[src/rtl/timer_display_pkg.sv]
// -----------------------------------------------------------------------------
// timer_display_pkg
// Shared definitions for the two-digit seven-segment timer display driver:
//   - state_t       : scan FSM states (guard / show slot for each digit)
//   - GUARD_CYCLES  : dark cycles before each digit slot (anti-ghosting)
//   - SEG_TABLE     : active-high segment patterns for BCD 0..9 (bit0=a..bit6=g)
//   - DASH          : pattern shown for non-BCD inputs 10..15
// -----------------------------------------------------------------------------
package timer_display_pkg;

  typedef enum logic [1:0] {
    S_GUARD0 = 2'd0,
    S_SHOW0  = 2'd1,
    S_GUARD1 = 2'd2,
    S_SHOW1  = 2'd3
  } state_t;

  localparam int GUARD_CYCLES = 2;

  localparam logic [6:0] SEG_TABLE [10] = '{
    7'h3F, 7'h06, 7'h5B, 7'h4F, 7'h66,
    7'h6D, 7'h7D, 7'h07, 7'h7F, 7'h6F
  };

  localparam logic [6:0] DASH = 7'h40;

endpackage

[src/rtl/bcd_to_seg7.sv]
// -----------------------------------------------------------------------------
// bcd_to_seg7
// Combinational 4-bit BCD to seven-segment decoder. Digits 0..9 use the
// package table; 10..15 show a dash so a corrupted timer value is visible.
// Ports:
//   digit : input  [3:0] value to decode
//   seg   : output [6:0] active-high segments, bit0=a .. bit6=g
// -----------------------------------------------------------------------------
module bcd_to_seg7
  import timer_display_pkg::*;
(
  input  logic [3:0] digit,
  output logic [6:0] seg
);

  always_comb begin
    if (digit < 4'd10) seg = SEG_TABLE[digit];
    else               seg = DASH;
  end

endmodule

[src/rtl/timer_display_driver.sv]
// -----------------------------------------------------------------------------
// timer_display_driver
// Time-multiplexes a two-digit seconds value onto a common seven-segment bus.
// Each frame is GUARD0 (dark) -> SHOW0 (units) -> GUARD1 (dark) -> SHOW1
// (tens), SCAN_DIV cycles per digit. The BCD inputs are snapshotted at the
// start of every frame so a digit never changes mid-frame. All outputs are
// registered and lag the FSM by one cycle.
//
// Optional feature (macro TIMER_DISPLAY_BLINK_EN): while Time_Out is high the
// whole display blinks, toggling every BLINK_DIV frames. Without the macro the
// display is steady.
//
// Parameters:
//   SCAN_DIV  : clock cycles per digit slot (>= 4)
//   BLINK_DIV : frames per blink half-period (>= 1)
// Ports:
//   Clock      : input        rising-edge clock
//   Reset      : input        synchronous, active-high
//   Sec1       : input  [3:0] BCD tens digit
//   Sec0       : input  [3:0] BCD units digit
//   Time_Out   : input        timer at terminal value (drives Dp / blink)
//   Blank_Lead : input        suppress a leading zero in the tens digit
//   Seg        : output [6:0] segments, active-high, bit0=a .. bit6=g
//   Digit_En   : output [1:0] digit enables, bit0=units, bit1=tens
//   Dp         : output       decimal point, lit only in the tens slot
// -----------------------------------------------------------------------------
module timer_display_driver
  import timer_display_pkg::*;
#(
  parameter int SCAN_DIV  = 1024,
  parameter int BLINK_DIV = 64
) (
  input  logic       Clock,
  input  logic       Reset,
  input  logic [3:0] Sec1,
  input  logic [3:0] Sec0,
  input  logic       Time_Out,
  input  logic       Blank_Lead,
  output logic [6:0] Seg,
  output logic [1:0] Digit_En,
  output logic       Dp
);

  localparam int CNT_W = $clog2(SCAN_DIV);

  state_t           state;
  logic [CNT_W-1:0] cnt;
  logic [3:0]       snap1;
  logic [3:0]       snap0;
  logic             last_cycle;
  logic             frame_end;
  logic [3:0]       mux_digit;
  logic [6:0]       dec_seg;
  logic             phase_on;
  logic [1:0]       en_next;
  logic [6:0]       seg_next;
  logic             dp_next;

  // Guards run GUARD_CYCLES cycles, show slots fill the rest of SCAN_DIV.
  always_comb begin
    if (state == S_GUARD0 || state == S_GUARD1)
      last_cycle = (cnt == CNT_W'(GUARD_CYCLES - 1));
    else
      last_cycle = (cnt == CNT_W'(SCAN_DIV - GUARD_CYCLES - 1));
  end

  assign frame_end = last_cycle && (state == S_SHOW1);

  // Single decoder shared by both digits; the mux picks the digit whose
  // slot is current so the registered output lines up with Digit_En.
  assign mux_digit = (state == S_SHOW1) ? snap1 : snap0;

  bcd_to_seg7 u_dec (
    .digit (mux_digit),
    .seg   (dec_seg)
  );

`ifdef TIMER_DISPLAY_BLINK_EN
  localparam int FC_W = (BLINK_DIV > 1) ? $clog2(BLINK_DIV) : 1;

  logic [FC_W-1:0] frame_cnt;
  logic            blink_on;

  always_ff @(posedge Clock) begin
    if (Reset) begin
      frame_cnt <= '0;
      blink_on  <= 1'b1;
    end else if (!Time_Out) begin
      // Blinking only makes sense at the terminal value; leave the phase lit
      // so the next timeout starts with a full visible half-period.
      frame_cnt <= '0;
      blink_on  <= 1'b1;
    end else if (frame_end) begin
      if (frame_cnt == FC_W'(BLINK_DIV - 1)) begin
        frame_cnt <= '0;
        blink_on  <= ~blink_on;
      end else begin
        frame_cnt <= frame_cnt + 1'b1;
      end
    end
  end

  assign phase_on = blink_on;
`else
  assign phase_on = 1'b1;
`endif

  // NOTE: every variable gets a default first so this block cannot infer a latch.
  always_comb begin
    en_next  = 2'b00;
    seg_next = 7'h00;
    dp_next  = 1'b0;
    case (state)
      S_SHOW0: en_next = 2'b01;
      S_SHOW1: if (!(Blank_Lead && snap1 == 4'd0)) en_next = 2'b10;
      default: en_next = 2'b00;
    endcase
    if (!phase_on) en_next = 2'b00;
    if (en_next != 2'b00) seg_next = dec_seg;
    dp_next = en_next[1] & Time_Out;
  end

  // NOTE: sequential state uses non-blocking assignments so every register
  // samples the pre-edge values regardless of statement order.
  always_ff @(posedge Clock) begin
    if (Reset) begin
      state    <= S_GUARD0;
      cnt      <= '0;
      snap1    <= 4'd0;
      snap0    <= 4'd0;
      Seg      <= 7'h00;
      Digit_En <= 2'b00;
      Dp       <= 1'b0;
    end else begin
      Seg      <= seg_next;
      Digit_En <= en_next;
      Dp       <= dp_next;

      // Fresh snapshot once per frame, on entry to GUARD0.
      if (state == S_GUARD0 && cnt == '0) begin
        snap1 <= Sec1;
        snap0 <= Sec0;
      end

      if (last_cycle) begin
        cnt <= '0;
        case (state)
          S_GUARD0: state <= S_SHOW0;
          S_SHOW0:  state <= S_GUARD1;
          S_GUARD1: state <= S_SHOW1;
          default:  state <= S_GUARD0;
        endcase
      end else begin
        cnt <= cnt + 1'b1;
      end
    end
  end

endmodule

[config.mk]
export PLATFORM = sky130hd
export DESIGN_NAME = timer_display_driver
export DESIGN_NICKNAME = d
export VERILOG_FILES = /design/src/rtl/timer_display_pkg.sv /design/src/rtl/bcd_to_seg7.sv /design/src/rtl/timer_display_driver.sv
export SDC_FILE = /design/constraint.sdc
export NUM_CORES = 1
export LEC_CHECK = 0
export ABC_AREA = 1
export CAP_MARGIN = 0
export CORE_UTILIZATION = 51
export CTS_BUF_LIST = sky130_fd_sc_hd__clkbuf_4 sky130_fd_sc_hd__clkbuf_8 sky130_fd_sc_hd__clkbuf_16
export DETAILED_ROUTE_END_ITERATION = 12
export GPL_ROUTABILITY_DRIVEN = 0
export PLACE_DENSITY = 0.76
export SLEW_MARGIN = 30
export SYNTH_ARGS = -nofsm -noshare
export SYNTH_HDL_FRONTEND = slang
export SYNTH_SLANG_ARGS = --single-unit
[constraint.sdc]
create_clock -name Clock -period 3.7 [get_ports Clock]
set_clock_uncertainty 0.2 [all_clocks]
set_input_delay 0.925 -clock Clock [delete_from_list [all_inputs] [get_ports Clock]]
set_output_delay 0.925 -clock Clock [all_outputs]
set_load 0.01 [all_outputs]
=== Yosys cells after proc, flatten, opt, wreduce, memory -nomap -nowiden ===
Memory sizes are Yosys's and may differ from the RTL's.
Index checks and enable logic that the tools add are counted.

* Flip-flop bits (word level): 30
* ROM bits: 112
* Bits of input ports: 12
* Output and inout bits: 10
* Logic and storage cells: 39
* Memories kept: 1

{| class="wikitable"
|+ Memory list
! memory !! depth !! bits a word !! read ports !! clocked after Yosys merged registers in !! write ports !! RTL line !! RTL
|-
| (no name shown) || 16 || 7 || 1 || 0 || 0 || bcd_to_seg7.sv:17 || <nowiki>if (digit < 4'd10) seg = SEG_TABLE[digit];</nowiki>
|}

* Add/subtract/negate cells: 1
* Order comparisons: 2
* Equal/unequal tests: 5
* Multiplexer cells: 8
* Bitwise gates (word level): 4
* Reductions and logical operators: 10

{| class="wikitable"
|+ Operators with widths
! kind !! count
|-
| 7-bit 2-to-1 mux || 3
|-
| 10-bit by 1-bit adder with 10-bit output, second input constant || 1
|-
| 10-bit by 1-bit == test with 1-bit output, second input constant || 1
|-
| 10-bit == test, second input constant || 1
|-
| 10-bit zero test || 1
|-
| 2-bit case mux with 3 select lines || 1
|-
| 5-bit greater-or-equal comparator, second input constant || 1
|-
| 4-bit inverter with 5-bit output || 1
|-
| 2-bit == test, second input constant || 2
|-
| 4-bit zero test || 1
|-
| 4-bit less-than comparator, second input constant || 1
|-
| 4-bit 2-to-1 mux || 1
|-
| 2-bit case mux with 2 select lines || 1
|-
| 2-bit OR reduction || 2
|-
| 3-bit OR reduction || 1
|-
| 2-bit by 1-bit == test with 1-bit output, second input constant || 1
|-
| 1-bit logical AND || 2
|-
| 2-bit zero test || 1
|-
| 2-bit 2-to-1 mux || 1
|-
| 1-bit inverter || 2
|-
| 2-bit nonzero test || 1
|-
| 1-bit bitwise AND || 1
|-
| 1-bit logical OR || 1
|-
| 1-bit 2-to-1 mux || 1
|}

=== Logic depth before layout (Yosys ltp) ===
Gate-level depths: netlist (run 1).

* Depth after elaboration: 7
* Mapped depth: 10
* Mapped depth without buffers: 10

=== Cells and area by module ===
From an unflattened synthesis (run 1), not the netlist that was laid out.

* Cell total of the unflattened synthesis: 197
* Area total of the unflattened synthesis: 1,491.4 µm²

{| class="wikitable"
|+ By module, submodules not included
! module !! instances !! cells each !! area each (µm²) !! sequential area each (µm²)
|-
| timer_display_driver || 1 || 157 || 1,286.2 || 600.6
|-
| bcd_to_seg7 || 1 || 40 || 205.2 || 0.0
|}

=== Worst setup path before layout (run 1) ===
No wires, ideal clock.

* Kind: register -> register
* Start: register state[0]
* End: register Seg[4]
* Library setup time: 117 ps
* Data arrival time: 1,531 ps
* Data required time: 3,383 ps
* Path slack: 1,852 ps
* Cell stages (with the launch flop): 8
* Path buffers: 1
* Period minus slack after synthesis: 1,848 ps
* Path through: dfxtp_1 > ha_1 > buf_6 > o21ai_0 > inv_1 > ha_1 > o21ai_0 > nor2_1

* Cells in the longest elaborated chain, start to end: 6
* Elaborated cells between the ends (all ways): 13
* Those cells by class: order compare (1); eq/ne (2); mux (4); bitwise (3); reduce/logical (2); memory (1)

{| class="wikitable"
|+ RTL lines
! element !! RTL line !! RTL
|-
| start, declared || timer_display_driver.sv:46 || <nowiki>state_t state;</nowiki>
|-
| start signal, assigned || timer_display_driver.sv:127 || <nowiki>state <= S_GUARD0;</nowiki>
|-
| start signal, assigned || timer_display_driver.sv:148 || <nowiki>S_GUARD0: state <= S_SHOW0;</nowiki>
|-
| start signal, assigned || timer_display_driver.sv:149 || <nowiki>S_SHOW0: state <= S_GUARD1;</nowiki>
|-
| 2-bit == test || timer_display_driver.sv:71, timer_display_driver.sv:113 ||
|-
| 4-bit 2-to-1 mux || timer_display_driver.sv:71 || <nowiki>assign mux_digit = (state == S_SHOW1) ? snap1 : snap0;</nowiki>
|-
| 4-bit inverter with 5-bit output (not written as such) || bcd_to_seg7.sv:17 ||
|-
| memory read 16 x 7 bit || n/a ||
|-
| 7-bit 2-to-1 mux (not written as such) (2 in series) || bcd_to_seg7.sv:17 ||
|-
| end signal, assigned || timer_display_driver.sv:135 || <nowiki>Seg <= seg_next;</nowiki>
|-
| end, declared || timer_display_driver.sv:39 || <nowiki>output logic [6:0] Seg,</nowiki>
|}

Several ways; a longest one is shown, not always the timed one. The select of a mux whose other input is x is not followed.
A chain may end at the register's enable or synchronous reset.

=== Worst setup path in the final report (run 1) ===
* Start: register Seg[2]
* End: output Seg[2]

No word-level cell between the ends.

==> flow_summary.ini, run 1 <==
[outcome]
status = completed

[timing]
clock.fmax_mhz = 436
layout_setup_ws_ps = 1400
slew_violations = 0
finalSetupViolations = 0
rsz0062_at_grt = no
tightest_slew_ps = 448
period_minus_slack_ps = 2300
finalHoldViolations = 0
period_share = 0.620
setup-tns-final_ps = 0
relSlewSlack = 0.698

[power]
netSwitchingPower_uw = 461
ir_drop_mv = 0.475
p_per_area_mw_per_mm2 = 643
comb_power_share = 0.437
p_leak_uw = 0.000830
netSwitchingFraction = 0.395
p_clk_frac = 0.179
internal-power_uw = 707
sequentialPowerShare = 0.383

[clocking]
numCtsBuffers = 5
holdBufCountCts = 0
cts.sinks = 30
post_cts_buffers = 0
tritoncts = done
clk_pin_slew_worst_paths_ps = 90
clk-insertion-delay-late_ps = 330
clk_path_buf_depth = 2
cts_root_buf = clkbuf_4
htreeDepth = 2
cts-resized-gates = 0

[floorplanning]
dieArea_sq_mm = 0.00320
initial_core_util = 0.546
core_sq_mm = 0.00278
die_h_um = 56.6
io_pins = 22
rows = 19
fp.dieW_um = 56.6

[global_routing]
grt_util_met3 = 0.0622
met1_usage = 0.235
grt_max_degree = 13
grt_pass1_vias = 1177
met2_usage = 0.326
grt_pass1_wl_mm = 4.84
grt_antenna_before_repair = 0
grt-busiest-layer = met2
track_usage = 0.197
grt-ovfl-total = 0

[synth]
synth_cell_types = 23
synth_top_area_cell = dfxtp_1
ys_warn_count = 0
yosysMostFrequentCell = nor2_1
synthFlopType = dfxtp_1
postSynth.asyncResetShare = 0
avgSynthCellArea_sq_um = 7.67
yosys-top-cells-area = dfxtp_1, nor2_1, ha_1
synth.top_cell.area_share = 0.396
syn_nets = 224
ys_ff_latch = 30
synthTopCellsByCount = nor2_1, dfxtp_1, inv_1
synthCells = 198
syn-cell-area_sq_mm = 0.00152
synth_edf_count = 0
yosysSeqAreaShare = 0.396

[critical_path]
path_class = reg -> out
critical_path_buf_inv_count = 1
cp-start-kind = register
cp_max_fo = 1
end_kind = output port
crit_chain = clkdlybuf4s50_1
cp.arrival_ps = 1170
cp_slowest_cell = clkdlybuf4s50_1
crit_family = buffers and inverters
slowest_delay_ps = 520
crit_required_ps = 2570

[flow_run]
drv_cap = 0

[route]
drt_wl_total_mm = 2.76
route.vias.total = 1254
routed_via_density = 4.90
wl_per_cell_um = 10.8
drt-pass1-iter-count = 4
ant_nets = 0
drt_iter0_drc = 30
drc = 0

[layout]
drive_gt1_frac = 0.116
area_delta_synth_final_pct = 19.6
diodes = 0
final_core_util = 0.653
num-nets-final = 250

[placement]
hpwl_mm = 2.06
dpl_worst_slack_ps = 1180
port_buffers = 21

[hold_path]
hold_class = reg -> reg
[path summary, 6_finish.rpt]
| kind | from | end | slack [ps] | cells after the start |
|---|---|---|---|---|
| setup reg to reg | state[0] | Seg[4] | 1590 | 6 |
| hold / removal | cnt[0] | cnt[0] | 300 | 1 |
| hold reg to reg | cnt[0] | cnt[0] | 300 | 1 |
| setup / recovery | Seg[2] | Seg[2] | 1400 | 1 |
[flip-flops by register name (all words and copies together) (netlist names)]
register / flops
Dp: 1
Seg: 7
Digit_En: 2
snap0: 4
cnt: 10
state: 2
snap1: 4
[stage by stage]
| step | cells | hold slack, ps | cell area [sq um] | total power (uW) |
|---|---|---|---|---|
| floorplan | 198 | 244 | 1520 | 817 |
| global placement | 248 | 259 | 1750 | 938 |
| detailed placement | 248 | 285 | 1750 | 960 |
| CTS | 256 | 299 | 1820 | 1170 |
| global route | 256 | 341 | 1820 | 1270 |
| finish | 256 | 300 | 1820 | 1170 |
[cell families after synthesis]
group / synth area share
buffers and inverters: 0.0717
XOR/XNOR: 0.0462
flip-flops: 0.396
AO/OA/AOI/OAI: 0.0775
adder cells (fa/ha/maj): 0.115
AND/OR/NAND/NOR: 0.293
[power groups by stage]
stage / registers, uW / clock network (uW) / logic [uW]
3_3_place_gp: 451 / 0 / 486
4_1_cts: 447 / 213 / 512
2_1_floorplan: 460 / 0 / 358
5_1_grt: 458 / 226 / 582
3_5_place_dp: 455 / 0 / 505
6_report: 448 / 209 / 511
[layout by cell type (no fill, tap or decap)]
cell type        synthesis  final
nor2_1                  55     55
dfxtp_1                 30     30
inv_1                   24     24
nand2_1                 23     23
clkdlybuf4s50_1          0     21
o21ai_0                 14     14
ha_1                    14     14
nand2_2                  6      6
xor2_1                   6      6
clkbuf_4                 0      6
nand3_1                  5      5
o21ai_2                  3      3
nand4_1                  3      3
nand3_2                  2      2
nor2_2                   2      2
xnor2_1                  2      2
o21ai_4                  1      1
inv_2                    1      1
nor3_1                   1      1
a21oi_1                  1      1
nand2_4                  1      1
nor3_4                   1      1
or2_2                    1      1
clkinv_2                 0      1
clkbuf_8                 0      1
[final cells by class]
type | count | area (sq um)
Inverter | 25 | 93.8
Sequential cell | 30 | 601
Tap cell | 31 | 38.8
Multi-Input combinational cell | 141 | 808
Clock buffer | 7 | 58.8
Timing Repair Buffer | 21 | 210
Fill cell | 237 | 966
Clock inverter | 1 | 5.00
[routing by layer]
layer | share of wire | wire, um
met1 | 0.46 | 1260
met2 | 0.48 | 1320
met3 | 0.046 | 127
met4 | 0.017 | 48
met5 | 0 | 0
No activity file was read; power rests on OpenSTA's default activity.
==> run 2: changes to the inputs <==
==> constraint.sdc (replaced) <==
create_clock -name Clock -period 2.16 [get_ports Clock]
set_clock_uncertainty 0.2 [all_clocks]
set_input_delay 0.54 -clock Clock [delete_from_list [all_inputs] [get_ports Clock]]
set_output_delay 0.54 -clock Clock [all_outputs]
set_load 0.01 [all_outputs]
==> run 2 against run 1 <==
Worst setup slack got worse by 1200 ps. Register-to-register slack worse by 1400 ps. Critical endpoint is now Seg[6]. Sequential power is 72% higher. Largest power group unchanged. Clock power grew to 2.8 times the previous value. Power increased by 91%. Count of clock-buffer cells in the layout down 1. Worst hold slack worse by 12 ps. Cell area rose by 3.2%. Sequential cell count unchanged. Global-route usage decreased by 0.72 points. Core utilization increased by 2.1 points. First-iteration DRC count shrank 23%.
==> flow_summary.ini, run 2 (same netlist as run 1, synthesis figures left out) <==
[outcome]
status = completed

[global_routing]
grt_pass1_wl_mm = 4.64
grt_antenna_before_repair = 0
grt_max_degree = 12
grt_pass1_vias = 1131
grt-ovfl-total = 0
track_usage = 0.190

[critical_path]
cp_slowest_cell = dfxtp_1
r2r-start = state[0]
cp.arrival_ps = 2070
cp-start-kind = register
cp_max_fo = 9
path_class = reg -> reg
slowest_delay_ps = 420
critical_path_buf_inv_count = 2
crit_chain = ha_2 -> nand2_1 -> o21ai_2 -> inv_1 -> ha_1 -> o21ai_0 -> o21ai_0 -> inv_1
crit_required_ps = 2240
crit_family = adder cells
r2r_end = Seg[6]
end_kind = register
worst_r2r_path_depth = 8
rrSetupSlack_ps = 180

[timing]
tightest_slew_ps = 341
holdWs_ps = 288
finalHoldViolations = 0
setup-tns-final_ps = 0
relSlewSlack = 0.772
clock.fmax_mhz = 504
period_minus_slack_ps = 1980
slew_violations = 0
finalSetupViolations = 0
rsz0062_at_grt = no
period_share = 0.918

[power]
p_per_area_mw_per_mm2 = 1190
p_leak_uw = 0.000853
ir_drop_mv = 0.930

[route]
drt_wl_total_mm = 2.75
drt_iter0_drc = 23
ant_nets = 0
routed_via_density = 4.86
route.vias.total = 1248
drc = 0
drt-pass1-iter-count = 4
wl_per_cell_um = 10.7

[floorplanning]
fp.dieW_um = 56.6
core_sq_mm = 0.00278
io_pins = 22
initial_core_util = 0.546
dieArea_sq_mm = 0.00320
die_h_um = 56.6
rows = 19

[clocking]
cts_root_buf = clkbuf_4
clk-insertion-delay-late_ps = 330
clk_pin_slew_worst_paths_ps = 110
numCtsBuffers = 5
post_cts_buffers = 0
htreeDepth = 2
cts.sinks = 30
clk_path_buf_depth = 2
cts-resized-gates = 0
tritoncts = done
holdBufCountCts = 0

[layout]
seq_area_sq_um = 601
largest_reg_flops = 10
num-nets-final = 251
drive_gt1_frac = 0.124
largest-register = cnt
reg_top3 = cnt x10, Seg x7
area_delta_synth_final_pct = 23.4
diodes = 0
fin_cells = 257
mostFrequentLayoutCells = nor2_1, dfxtp_1, inv_1
final_core_util = 0.673
multi_input_area_sq_um = 811
fillers = 229
mostFrequentLayoutCell = nor2_1

[placement]
hpwl_mm = 2.06
placedCellCount = 249
port_buffers = 21

[hold_path]
hold_start = cnt[0]
min_to = cnt[0]
min_path_cells = 1
hold_class = reg -> reg

[flow_run]
drv_cap = 0
run 2: cell types whose count changed in the layout (fill, tap and decap cells not counted), sizes merged:
cell | before | now
buf | 0 | 1
clkbuf | 7 | 6
clkinv | 1 | 0
bufinv | 0 | 2
run 2: layout make-up:
cell class                 count  share of cell area
clock inverter                 2              0.0321
multi-input combinational    141               0.433
clock buffer                   6              0.0274
sequential                    30               0.321
inverter                      25              0.0501
tap                           31              0.0207
timing repair buffer          22               0.116
run 2: metrics by stage:
step	cell area, sq um	power [uW]	setup WS [ps]
2_1_floorplan	1520	1400	312
3_3_place_gp	1760	1610	212
3_5_place_dp	1760	1650	99.9
4_1_cts	1870	2250	79.4
5_1_grt	1870	2410	39.4
6_report	1870	2240	177
run 2: worst max path at each step:
stage	start	endpoint	cells past startpoint
finish	state[0]	Seg[6]	8
global route	state[0]	Seg[6]	8
CTS	state[0]	Seg[4]	6
detailed placement	state[0]	Seg[4]	6
global placement	state[0]	Seg[4]	6
floorplan	state[0]	Seg[4]	7
run 2: power by group:
part / leakage [uW] / switching [uW] / internal (uW) / total (uW)
Sequential: 0.000245 / 85.4 / 684 / 769
Clock: 0.0000585 / 200 / 392 / 593
Combinational: 0.000549 / 515 / 359 / 874
Total: 0.000853 / 801 / 1430 / 2240
run 2: layer usage:
| layer | vias up | part of all wire | GRT usage |
|---|---|---|---|
| met1 | 555 | 0.45 | 0.216 |
| li1 | 659 | - | - |
| met5 | - | 0 | 0 |
| met3 | 7 | 0.044 | 0.0599 |
| met2 | 27 | 0.49 | 0.319 |
| met4 | 0 | 0.017 | 0.0941 |
==> run 3: changes to the inputs <==
--- a/config.mk
+++ b/config.mk
@@ -8,10 +8,12 @@
 export ABC_AREA = 1
 export CAP_MARGIN = 0
 export CORE_UTILIZATION = 51
-export CTS_BUF_LIST = sky130_fd_sc_hd__clkbuf_4 sky130_fd_sc_hd__clkbuf_8 sky130_fd_sc_hd__clkbuf_16
+export CTS_BUF_LIST = sky130_fd_sc_hd__clkbuf_8
 export DETAILED_ROUTE_END_ITERATION = 12
 export GPL_ROUTABILITY_DRIVEN = 0
 export PLACE_DENSITY = 0.76
+export RECOVER_POWER = 25
+export REMOVE_ABC_BUFFERS = 1
 export SLEW_MARGIN = 30
 export SYNTH_ARGS = -nofsm -noshare
 export SYNTH_HDL_FRONTEND = slang
==> run 3 against run 2 <==
First-iteration DRC count rose by 8.7%. Highest routed layer unchanged. Clock power decreased by 32%. Worst hold slack gained 1.6 ps. Final cell count unchanged. Critical endpoint is now Seg[4]. Largest cell class unchanged. Worst setup slack lost 25 ps. Count of clock-buffer cells in the layout down 1. Combinational power is 0.6% higher. Fmax decreased by 1.3%. Global-route usage grew 3.1 points. Non-clock buffer count rose by 1. Power decreased by 8.4%.
==> flow_summary.ini, run 3 (same netlist as run 1, synthesis figures left out) <==
[power]
ir_drop_mv = 0.905
p_per_area_mw_per_mm2 = 1110
p_leak_uw = 0.000845

[global_routing]
grt_pass1_wl_mm = 5.34
track_usage = 0.221
grt_max_degree = 12
grt_pass1_vias = 1351
grt-ovfl-total = 0
grt_antenna_before_repair = 0

[timing]
clock.fmax_mhz = 498
rsz0062_at_grt = no
finalHoldViolations = 0
finalSetupViolations = 0
period_minus_slack_ps = 2010
relSlewSlack = 0.694
slew_violations = 0
period_share = 0.930
setup-tns-final_ps = 0
tightest_slew_ps = 454

[floorplanning]
fp.dieW_um = 56.6
core_sq_mm = 0.00278
rows = 19
io_pins = 22
initial_core_util = 0.546
dieArea_sq_mm = 0.00320
die_h_um = 56.6

[critical_path]
crit_required_ps = 2130
crit_chain = ha_1 -> o21ai_0 -> inv_1 -> ha_1 -> o21ai_0 -> nor2_1
path_class = reg -> reg
r2r-start = state[0]
critical_path_buf_inv_count = 1
crit_family = compound AO/OA/AOI/OAI gates
crit_start = state[0]
slowest_delay_ps = 420
cp_max_fo = 6
end_kind = register
cp_slowest_cell = o21ai_0
cp.arrival_ps = 1980
cp-start-kind = register

[clocking]
cts.sinks = 30
post_cts_buffers = 0
clk_pin_slew_worst_paths_ps = 60
clk_path_buf_depth = 2
numCtsBuffers = 5
cts-resized-gates = 0
htreeDepth = 2
holdBufCountCts = 0
cts_root_buf = clkbuf_8
clk-insertion-delay-late_ps = 280
tritoncts = done

[hold_path]
hold_class = reg -> reg
hold_start = cnt[0]

[layout]
drive_gt1_frac = 0.106
largest_reg_flops = 10
mostFrequentLayoutCell = nor2_1
mostFrequentLayoutCells = nor2_1, dfxtp_1, inv_1
reg_top3 = cnt x10, Seg x7
num-nets-final = 252
largest-register = cnt
diodes = 0
area_delta_synth_final_pct = 21.1
post-route-cell-area_sq_mm = 0.00184
fillers = 259

[route]
drt-pass1-iter-count = 4
route.vias.total = 1294
routed_via_density = 5.04
wl_per_cell_um = 11.5
drt_wl_total_mm = 2.95
drc = 0
drt_iter0_drc = 25
ant_nets = 0

[placement]
place_area_sq_mm = 0.00177
hpwl_mm = 2.25
port_buffers = 21

[outcome]
status = completed

[flow_run]
drv_cap = 0
==> run 3: final timing paths <==
check	cells past startpoint	to	slack [ps]
setup / recovery	6	Seg[4]	150
hold / removal	1	cnt[0]	290
setup reg to reg	6	Seg[4]	150
hold reg to reg	1	cnt[0]	290
==> run 3: cell type report <==
class	count	area, sq um	share of cell area
multi-input combinational	141	803	0.437
sequential	30	601	0.327
timing repair buffer	23	225	0.123
inverter	25	93.8	0.0511
clock buffer	5	68.8	0.0374
tap	31	38.8	0.0211
clock inverter	2	7.51	0.00408
==> run 3: per-layer routing <==
| layer | GRT usage | share of wire | wire length (um) | vias to the layer above |
|---|---|---|---|---|
| li1 | - | - | - | 661 |
| met5 | 0 | 0 | 0 | - |
| met4 | 0.146 | 0.033 | 96 | 0 |
| met3 | 0.0622 | 0.041 | 120 | 10 |
| met2 | 0.403 | 0.52 | 1550 | 36 |
| met1 | 0.213 | 0.40 | 1180 | 587 |
==> run 3: stage by stage <==
step / setup WS, ps / util / power, uW / instances / hold WS, ps
after global placement: 283 / 0.635 / 1620 / 250 / 261
after CTS: 128 / 0.663 / 2070 / 257 / 295
after detailed placement: 161 / 0.635 / 1670 / 250 / 282
final: 151 / 0.661 / 2050 / 257 / 290
after floorplan: 289 / - / 1400 / 196 / 244
after global routing: 6.44 / 0.661 / 2220 / 257 / 317
==> run 3: report_power, final <==
| group | total, uW | internal, uW | switching (uW) |
|---|---|---|---|
| Combinational | 879 | 357 | 521 |
| Sequential | 768 | 685 | 82.9 |
| Clock | 402 | 211 | 191 |
| Total | 2050 | 1250 | 795 |
